[src/rtl/dbus_lsu_if.sv]
// rtl/dbus_lsu_if.sv - data bus request/response types and interface with master/slave modports

package dbus_pkg;
    typedef struct packed {
        logic        valid;
        logic [63:0] addr;
        logic [2:0]  size;
        logic [7:0]  strobe;
        logic [63:0] data;
    } dbus_req_t;

    typedef struct packed {
        logic        data_ok;
        logic [63:0] data;
    } dbus_resp_t;
endpackage

interface dbus_if;
    import dbus_pkg::*;

    dbus_req_t  dreq;
    dbus_resp_t dresp;

    modport master (output dreq, input dresp);
    modport slave  (input dreq, output dresp);
endinterface

[src/rtl/dbus_lsu.sv]
// rtl/dbus_lsu.sv - load/store unit: one registered dbus request per accepted op, one writeback pulse

module dbus_lsu
    import dbus_pkg::*;
#(
    parameter int unsigned WAIT_LIMIT = 0
) (
    input  logic        clk,
    input  logic        rst,
    input  logic        req_valid,
    output logic        req_ready,
    input  logic        req_we,
    input  logic [2:0]  req_funct3,
    input  logic [63:0] req_addr,
    input  logic [63:0] req_wdata,
    input  logic [4:0]  req_rd,
    dbus_if.master      dbus,
    output logic        resp_valid,
    output logic        resp_rf_we,
    output logic [4:0]  resp_rd,
    output logic [63:0] resp_data,
    output logic        resp_err
);

    localparam logic [1:0] IDLE = 2'd0;
    localparam logic [1:0] BUSY = 2'd1;
    localparam logic [1:0] RESP = 2'd2;

    localparam logic [31:0] WL = WAIT_LIMIT;

    logic [1:0]  state_q, state_d;
    dbus_req_t   dreq_q, dreq_d;
    logic [31:0] cnt_q, cnt_d;
    logic        err_q, err_d;
    logic [63:0] data_q, data_d;
    logic        rf_we_q, rf_we_d;
    logic [4:0]  rd_q, rd_d;
    logic        we_q, we_d;
    logic [2:0]  f3_q, f3_d;

    logic [2:0]  off;
    logic        misaligned;
    logic        illegal;
    logic [7:0]  st_strobe;
    logic [63:0] raw;
    logic [63:0] load_ext;

    // Decode of the op presented in IDLE
    always_comb begin
        off = req_addr[2:0];
        case (req_funct3[1:0])
            2'd0:    misaligned = 1'b0;
            2'd1:    misaligned = req_addr[0];
            2'd2:    misaligned = |req_addr[1:0];
            default: misaligned = |req_addr[2:0];
        endcase
        illegal = req_we ? req_funct3[2] : (req_funct3 == 3'b111);
        st_strobe = 8'h00;
        if (req_we) begin
            case (req_funct3[1:0])
                2'd0:    st_strobe = 8'h01 << off;
                2'd1:    st_strobe = 8'h03 << off;
                2'd2:    st_strobe = 8'h0F << off;
                default: st_strobe = 8'hFF;
            endcase
        end
    end

    // Load alignment uses the held request address, valid on the data_ok cycle
    always_comb begin
        raw = dbus.dresp.data >> {dreq_q.addr[2:0], 3'b000};
        case (f3_q)
            3'b000:  load_ext = {{56{raw[7]}}, raw[7:0]};
            3'b001:  load_ext = {{48{raw[15]}}, raw[15:0]};
            3'b010:  load_ext = {{32{raw[31]}}, raw[31:0]};
            3'b100:  load_ext = {56'd0, raw[7:0]};
            3'b101:  load_ext = {48'd0, raw[15:0]};
            3'b110:  load_ext = {32'd0, raw[31:0]};
            default: load_ext = raw;
        endcase
    end

    always_comb begin
        state_d = state_q;
        dreq_d  = dreq_q;
        cnt_d   = cnt_q;
        err_d   = err_q;
        data_d  = data_q;
        rf_we_d = rf_we_q;
        rd_d    = rd_q;
        we_d    = we_q;
        f3_d    = f3_q;
        case (state_q)
            IDLE: begin
                if (req_valid) begin
                    rd_d          = req_rd;
                    we_d          = req_we;
                    f3_d          = req_funct3;
                    cnt_d         = 32'd0;
                    dreq_d.addr   = req_addr;
                    dreq_d.size   = {1'b0, req_funct3[1:0]};
                    dreq_d.strobe = st_strobe;
                    dreq_d.data   = req_wdata << {off, 3'b000};
                    if (illegal || misaligned) begin
                        state_d = RESP;
                        err_d   = 1'b1;
                        data_d  = 64'd0;
                        rf_we_d = 1'b0;
                    end else begin
                        state_d      = BUSY;
                        dreq_d.valid = 1'b1;
                    end
                end
            end
            BUSY: begin
                if (dbus.dresp.data_ok) begin
                    state_d      = RESP;
                    dreq_d.valid = 1'b0;
                    err_d        = 1'b0;
                    data_d       = we_q ? 64'd0 : load_ext;
                    rf_we_d      = ~we_q & (rd_q != 5'd0);
                end else begin
                    cnt_d = cnt_q + 32'd1;
                    if (WL != 32'd0 && cnt_d == WL) begin
                        state_d      = RESP;
                        dreq_d.valid = 1'b0;
                        err_d        = 1'b1;
                        data_d       = 64'd0;
                        rf_we_d      = 1'b0;
                    end
                end
            end
            RESP: begin
                state_d = IDLE;
                rf_we_d = 1'b0;
            end
            default: state_d = IDLE;
        endcase
    end

    always_ff @(posedge clk) begin
        if (!rst) begin
            state_q <= IDLE;
            dreq_q  <= '0;
            cnt_q   <= 32'd0;
            err_q   <= 1'b0;
            data_q  <= 64'd0;
            rf_we_q <= 1'b0;
            rd_q    <= 5'd0;
            we_q    <= 1'b0;
            f3_q    <= 3'd0;
        end else begin
            state_q <= state_d;
            dreq_q  <= dreq_d;
            cnt_q   <= cnt_d;
            err_q   <= err_d;
            data_q  <= data_d;
            rf_we_q <= rf_we_d;
            rd_q    <= rd_d;
            we_q    <= we_d;
            f3_q    <= f3_d;
        end
    end

    assign dbus.dreq  = dreq_q;
    assign req_ready  = (state_q == IDLE);
    assign resp_valid = (state_q == RESP);
    assign resp_rf_we = rf_we_q;
    assign resp_rd    = rd_q;
    assign resp_data  = data_q;
    assign resp_err   = err_q;

endmodule

[src/flat_wrapper.sv]
// flat-port wrapper written by rule: the top's interface ports become plain ports
module dbus_lsu_flat import dbus_pkg::*;
#(
    parameter int unsigned WAIT_LIMIT = 0
)
  (clk, rst, req_valid, req_ready, req_we, req_funct3, req_addr, req_wdata, req_rd, resp_valid, resp_rf_we, resp_rd, resp_data, resp_err, dbus_dreq, dbus_dresp);
  dbus_if dbus_i ();
  input  logic clk;
  input  logic rst;
  input  logic req_valid;
  output logic req_ready;
  input  logic req_we;
  input  logic [2:0] req_funct3;
  input  logic [63:0] req_addr;
  input  logic [63:0] req_wdata;
  input  logic [4:0] req_rd;
  output logic resp_valid;
  output logic resp_rf_we;
  output logic [4:0] resp_rd;
  output logic [63:0] resp_data;
  output logic resp_err;
  output wire logic [$bits(dbus_i.dreq)-1:0] dbus_dreq;
  input wire logic [$bits(dbus_i.dresp)-1:0] dbus_dresp;
  assign dbus_dreq = dbus_i.dreq;
  assign dbus_i.dresp = dbus_dresp;
  dbus_lsu #(.WAIT_LIMIT(WAIT_LIMIT)) u_core (.clk(clk), .rst(rst), .req_valid(req_valid), .req_ready(req_ready), .req_we(req_we), .req_funct3(req_funct3), .req_addr(req_addr), .req_wdata(req_wdata), .req_rd(req_rd), .dbus(dbus_i), .resp_valid(resp_valid), .resp_rf_we(resp_rf_we), .resp_rd(resp_rd), .resp_data(resp_data), .resp_err(resp_err));
endmodule
[config.mk]
export PLATFORM = sky130hd
export DESIGN_NAME = dbus_lsu_flat
export DESIGN_NICKNAME = d
export VERILOG_FILES = /design/src/rtl/dbus_lsu_if.sv /design/src/rtl/dbus_lsu.sv /design/src/flat_wrapper.sv
export SDC_FILE = /design/constraint.sdc
export NUM_CORES = 1
export LEC_CHECK = 0
export CAP_MARGIN = 20
export CORE_MARGIN = 8
export CORE_UTILIZATION = 45
export DETAILED_ROUTE_END_ITERATION = 8
export PLACE_DENSITY = 0.83
export SYNTH_ARGS = -nofsm -noshare
export SYNTH_HDL_FRONTEND = slang
export SYNTH_SLANG_ARGS = --single-unit
[constraint.sdc]
create_clock -name clk -period 3.05 [get_ports clk]
set_clock_uncertainty 0.2 [all_clocks]
set_input_delay 0.7625 -clock clk [delete_from_list [all_inputs] [get_ports clk]]
set_output_delay 0.7625 -clock clk [all_outputs]
set_load 0.01 [all_outputs]
==> flow_summary_export.csv, run 1 <==
group,metric,value,unit
synth,synth.cell_area,11100,um2
drt,vias,11800,
synth,async_flop_share,0,%
floorplan,initial_core_util,45.8,%
outcome,status,"finished, final reports clean",
worst_setup_path,crit_path_max_fanout,13,
worst_setup_path,cp_num_buf_inv,1,
drt,remaining_drc_errors,0,
synth,synth_fp_nets,1529,
worst_setup_path,startpoint_type,"flip-flop",
cells_and_area,fin_cells,2042,
worst_setup_path,crit_type,"reg -> out",
clocking,ctsHoldBuffers,0,
global_route,grt_pass1_vias,11700,
synth,synth_ff_type,"dfxtp_1",
power,swShare,31.0,%
global_route,gr-usage-all-layers,29.7,%
placement,placedInstanceArea,15700,um2
drt,wl_per_cell,22.9,um
global_route,grt_pass1_wl,71300,um
placement,place_inst,1996,
clocking,cts_root_buffer,"clkbuf_16",
global_route,antenna_found_initial,4,
timing,setup_tns,0,ns
clocking,cts_tree,"built",
hold_path,min_path_type,"reg -> reg",
floorplan,row_count,57,
floorplan,dieHeight,173,um
clocking,h-tree-depth,1,
global_route,grt_overflow,0,
floorplan,die-area,29900,um2
synth,yosysSeqAreaShare,38.6,%
synth,yosysUniqueCellTypes,65,
clocking,numCtsBuffers,24,
timing,final_hold_viol_count,0,
cells_and_area,final_layout_size_suffix_gt1_share,11.2,%
power,internal_power,6.06,mW
floorplan,io_pins,418,
clocking,clk_latency,0.52,ns
timing,worst_slew_pin_slew,0.650,ns
power,combinationalPowerShare,30.1,%
worst_setup_path,critPathTopFamily,"flip-flops",
cells_and_area,area.growth.synth_to_final,48.9,%
placement,gp_congestion,0.965,
synth,synth_edf_count,0,
drt,postRouteAntennaNets,0,
synth,synth_seq_cells,214,
power,seqPwrFrac,36.3,%
timing,setup_viol,0,
worst_setup_path,crit_chain,"clkdlybuf4s50_1",
timing,clock.fmax,351,MHz
clocking,clk_pin_slew,0.06,ns
synth,synthCells,1316,
timing,slew_violations,0,
timing,fin_ws,0.202,ns
flow_run,cap_violations,0,
worst_setup_path,arrival,1.89,ns
worst_setup_path,critPathCaptureType,"output port",
timing,grt_setup_unrepaired,"no",
floorplan,core,24200,um2
power,power.leakage,6.19,nW
placement,numPortBuffers,416,
placement,dpl.hpwl,36100,um
drt,first_pass_iters,8,
clocking,clk_path_buf_depth,3,
cells_and_area,fill_cells,1920,
timing,finalCriticalPeriod,2.85,ns
synth,syn_avg_cell_area,8.43,um2
power,clockPowerShare,33.6,%
drt,drt_wl_total,46800,um
worst_setup_path,cp_slowest_stage_delay,0.69,ns
floorplan,die_w,173,um
cells_and_area,design_area,16500,um2
drt,first_iter_violations,1365,
clocking,post_cts_buffers,0,
timing,slew_headroom,56.5,%
timing,fin_crit_sh,93.4,%
cells_and_area,regArea,4290,um2
synth,yosys_warnings,0,
worst_setup_path,crit_path_top_delay_cell,"dfxtp_1",
cells_and_area,multiInputGateArea,6200,um2
cells_and_area,fin_nets,1911,
placement,place_ws,-0.222,ns
drt,vias_per_cell,5.79,
power,net-switching-power,2.72,mW
power,ir_worst_vdd,0.487,mV
global_route,grt_max_degree,114,
clocking,cts.sinks,214,
worst_setup_path,cp_data_required_time,2.09,ns
power,p_per_area,531,nW/um2
[sequential cells by signal (all words and copies together), names as in the netlist]
| signal | flops |
|---|---|
| u_core.dbus.dreq | 137 |
| u_core.resp_rd | 5 |
| u_core.f3_q | 3 |
| u_core.resp_rf_we | 1 |
| u_core.resp_data | 64 |
| u_core.resp_err | 1 |
| u_core.state_q | 2 |
| u_core.we_q | 1 |
[cells in the mapped netlist (all sizes together) (11+ instances only)]
master | n | share of area [%]
a211oi | 12 | 0.81
a21oi | 143 | 6.5
a22o | 26 | 2.1
a22oi | 21 | 1.4
a2bb2oi | 13 | 1.0
a311oi | 16 | 1.3
a31oi | 14 | 0.92
buf | 45 | 2.6
clkbuf | 75 | 2.5
dfxtp | 214 | 39
inv | 13 | 0.44
mux2 | 32 | 3.3
mux2i | 58 | 5.2
mux4 | 37 | 7.5
nand2 | 276 | 9.3
nand3 | 26 | 1.2
nor2 | 109 | 3.7
nor2b | 13 | 0.73
o21ai | 65 | 2.9
o221ai | 11 | 0.87
[final timing paths]
check        cells after the start  slack [ns]                                from                                  to
max                              1        0.20   u_core.dbus.dreq[77]$_SDFFE_PN0P_                       dbus_dreq[77]
min                              2        0.25  u_core.dbus.dreq[111]$_SDFFE_PN0P_  u_core.dbus.dreq[111]$_SDFFE_PN0P_
max reg2reg                      6        0.54   u_core.dbus.dreq[77]$_SDFFE_PN0P_   u_core.resp_data[44]$_SDFFE_PN0P_
min reg2reg                      2        0.25  u_core.dbus.dreq[111]$_SDFFE_PN0P_  u_core.dbus.dreq[111]$_SDFFE_PN0P_
[what timing repair did]
action | 4_1_cts | 5_1_grt
setup endpoints to repair | 0 | 1
endpoints found under the hold margin | 0 | 0
gates resized for setup | 0 | 1
[cells by family after synthesis]
logic type                 count (synthesis)  synth area share [%]
buffers and inverters                    134                  5.60
and+or+nand+nor                          467                  17.5
adders and majority gates                  8                 0.902
other                                      1                0.0338
DFF                                      214                  38.6
muxes                                    127                  16.1
AOI/OAI and AO/OA                        365                  21.3
[power groups by stage]
stage	clock network, mW	registers, mW	logic (mW)
floorplan	0	3.30	1.26
global placement	0	3.23	2.59
detailed placement	0	3.24	2.62
CTS	2.99	3.18	2.64
global route	3.11	3.21	2.84
finish	2.95	3.19	2.65
[cells in the final DEF, fill, tap and decap left out, types with 16 or more instances in the layout]
| cell type | netlist | final |
|---|---|---|
| a21oi_1 | 142 | 142 |
| a22o_1 | 26 | 26 |
| a22oi_1 | 21 | 21 |
| a311oi_1 | 16 | 16 |
| buf_4 | 10 | 49 |
| clkbuf_16 | 0 | 25 |
| clkdlybuf4s50_1 | 0 | 414 |
| dfxtp_1 | 214 | 212 |
| mux2_2 | 30 | 30 |
| mux2i_1 | 58 | 58 |
| mux4_2 | 37 | 37 |
| nand2_1 | 276 | 275 |
| nand3_1 | 26 | 26 |
| nor2_1 | 109 | 109 |
| o21ai_0 | 52 | 52 |
[metal layers]
metal | vias up | GRT usage (%) | routed length (um) | share of wire, %
met2 | 721 | 49.2 | 21900 | 47
met4 | 2 | 12.0 | 2040 | 4.4
li1 | 5463 | - | - | -
met1 | 5542 | 35.4 | 17800 | 38
met3 | 105 | 9.37 | 5110 | 11
met5 | - | 0 | 11 | 0.023
[metrics by stage]
stage / power, mW / hold slack, ns / util, %
floorplan: 4.57 / 0.237 / -
global placement: 5.82 / 0.236 / 64.8
detailed placement: 5.87 / 0.245 / 64.8
CTS: 8.81 / 0.253 / 68.1
global route: 9.17 / 0.274 / 68.2
finish: 8.78 / 0.250 / 68.2
[layout make-up]
| type | instances | share of cell area (%) |
|---|---|---|
| multi-input combinational | 968 | 37.5 |
| timing repair buffer | 476 | 28.8 |
| sequential | 214 | 25.9 |
| clock buffer | 30 | 4.14 |
| tap | 324 | 2.45 |
| clock inverter | 13 | 0.765 |
| inverter | 14 | 0.333 |
| antenna | 3 | 0.0454 |
(Power assumes the default switching activity.)
==> inputs of run 2 (changes only) <==
- ABC_CLOCK_PERIOD_IN_PS: default -> 3050
- CTS_BUF_LIST: default -> sky130_fd_sc_hd__clkbuf_8
==> run 2 against run 1 <==
Net effect:
- fmax is 0.64% lower
- critical endpoint is now req_ready
- register-to-register slack hardly changed
- critical path depth rose by 2
- non-clock buffer count stayed put
- flip-flop and latch count unchanged
- global-route usage grew 0.12 points
- first-iteration DRC count down 13%
- highest routed layer unchanged
- largest power group unchanged
==> flow_summary_export.csv, run 2 (synthesized netlist as in run 1, its figures left out) <==
group,metric,value,unit
power,seqPwrFrac,36.5,%
cells_and_area,area.growth.synth_to_final,49.2,%
power,clockPowerShare,33.2,%
timing,clock.fmax,349,MHz
placement,placedInstanceArea,15700,um2
worst_setup_path,crit_type,"reg -> out",
cells_and_area,fin_nets,1925,
worst_setup_path,cp_slowest_stage_delay,0.63,ns
worst_setup_path,cp_data_required_time,2.09,ns
power,internal_power,5.98,mW
outcome,status,"finished, final reports clean",
placement,gp_congestion,0.965,
worst_setup_path,critPathCaptureType,"output port",
clocking,h-tree-depth,2,
drt,drt_wl_total,47100,um
clocking,clk_path_buf_depth,3,
global_route,antenna_found_initial,4,
flow_run,cap_violations,0,
timing,slew_violations,0,
worst_setup_path,startpoint_type,"flip-flop",
power,swShare,31.7,%
floorplan,die_w,173,um
worst_setup_path,crit_path_max_fanout,9,
cells_and_area,final_layout_size_suffix_gt1_share,12.2,%
floorplan,die-area,29900,um2
timing,worst_slew_pin_slew,0.656,ns
hold_path,min_path_type,"reg -> reg",
cells_and_area,design_area,16600,um2
drt,first_pass_iters,6,
floorplan,dieHeight,173,um
floorplan,row_count,57,
timing,setup_tns,0,ns
floorplan,initial_core_util,45.8,%
timing,whs,0.251,ns
power,ir_worst_vdd,0.445,mV
power,net-switching-power,2.77,mW
drt,vias,11900,
timing,final_hold_viol_count,0,
global_route,grt_pass1_vias,11800,
drt,first_iter_violations,1187,
timing,setup_viol,0,
floorplan,io_pins,418,
placement,numPortBuffers,416,
global_route,gr-usage-all-layers,29.9,%
floorplan,core,24200,um2
timing,fin_ws,0.183,ns
power,p_per_area,528,nW/um2
timing,finalCriticalPeriod,2.87,ns
clocking,cts.sinks,214,
timing,fin_crit_sh,94.0,%
timing,grt_setup_unrepaired,"no",
clocking,clk_pin_slew,0.06,ns
global_route,grt_max_degree,114,
clocking,clk_latency,0.53,ns
cells_and_area,layout_commonest_cell,"clkdlybuf4s50_1",
drt,remaining_drc_errors,0,
drt,wl_per_cell,22.8,um
clocking,cts_tree,"built",
global_route,grt_overflow,0,
power,combinationalPowerShare,30.3,%
clocking,cts_root_buffer,"clkbuf_8",
placement,place_ws,-0.222,ns
drt,vias_per_cell,5.77,
drt,postRouteAntennaNets,0,
timing,slew_headroom,56.2,%
worst_setup_path,crit_path_top_delay_cell,"clkdlybuf4s50_1",
power,power.leakage,6.26,nW
clocking,ctsHoldBuffers,0,
power,finalPower,8.75,mW
global_route,grt_pass1_wl,71400,um
placement,dpl.hpwl,36100,um
clocking,numCtsBuffers,38,
cells_and_area,final_cell_mix,"clkdlybuf4s50_1, nand2_1, dfxtp_1, a21oi_1, nor2_1",
worst_setup_path,crit_chain,"inv_1 > ha_2 > clkdlybuf4s50_1",
worst_setup_path,arrival,1.90,ns
cells_and_area,largest_reg_flops,137,
-- run 2: cell count changes in the layout (fill, tap and decap cells not counted), sizes merged --
cell,delta
clkinv,-1
clkinvlp,-3
inv,+9
clkbuf,+21
-- run 2: through the flow --
| stage | utilization [%] | instances |
|---|---|---|
| final | 68.3 | 2068 |
| after global routing | 68.3 | 2068 |
| after CTS | 68.2 | 2065 |
| after detailed placement | 64.8 | 1996 |
| after global placement | 64.8 | 1996 |
| after floorplan | - | 1316 |
-- run 2: power groups by stage --
stage	Sequential, mW	Combinational [mW]	Clock (mW)
2_1_floorplan	3.30	1.26	0
3_3_place_gp	3.23	2.59	0
4_1_cts	3.19	2.64	2.96
3_5_place_dp	3.24	2.62	0
6_report	3.19	2.65	2.90
5_1_grt	3.22	2.84	3.09
-- run 2: final cells by class --
cell class	instances	area (um2)
diodes	3	7.51
clock buffers	51	702
clock inverters	18	139
fillers	1929	7690
inverters	14	55.1
multi-input cells	968	6200
flip-flops and latches	214	4290
well taps	324	405
repair buffers	476	4760
-- run 2: repair_timing --
action / 4_1_cts / 5_1_grt
setup buffers: 0 / 0
setup endpoints to repair: 0 / 1
resized for setup: 0 / 1
-- run 2: worst paths after layout --
| check | start | to | slack, ns | cells after the start |
|---|---|---|---|---|
| setup / recovery | u_core.state_q[0]$_SDFFE_PN0P_ | req_ready | 0.18 | 3 |
| hold reg to reg | u_core.dbus.dreq[111]$_SDFFE_PN0P_ | u_core.dbus.dreq[111]$_SDFFE_PN0P_ | 0.25 | 2 |
| setup reg to reg | u_core.dbus.dreq[77]$_SDFFE_PN0P_ | u_core.resp_data[20]$_SDFFE_PN0P_ | 0.55 | 7 |
| hold / removal | u_core.dbus.dreq[111]$_SDFFE_PN0P_ | u_core.dbus.dreq[111]$_SDFFE_PN0P_ | 0.25 | 2 |
-- run 2: layer usage --
layer  up-vias  routed length [um]  track usage [%]
li1       5503                   -                -
met4         2                2080             12.8
met2       737               21900             49.4
met3       122                5050             9.95
met5         -                   9                0
met1      5572               18000             34.9
-- run 2: worst max-delay path: cells and delay by family (launching register included) --
family                     cells  cell delay [ns]
buffers and inverters          2             0.74
adders and majority gates      1             0.33
DFF                            1             0.32
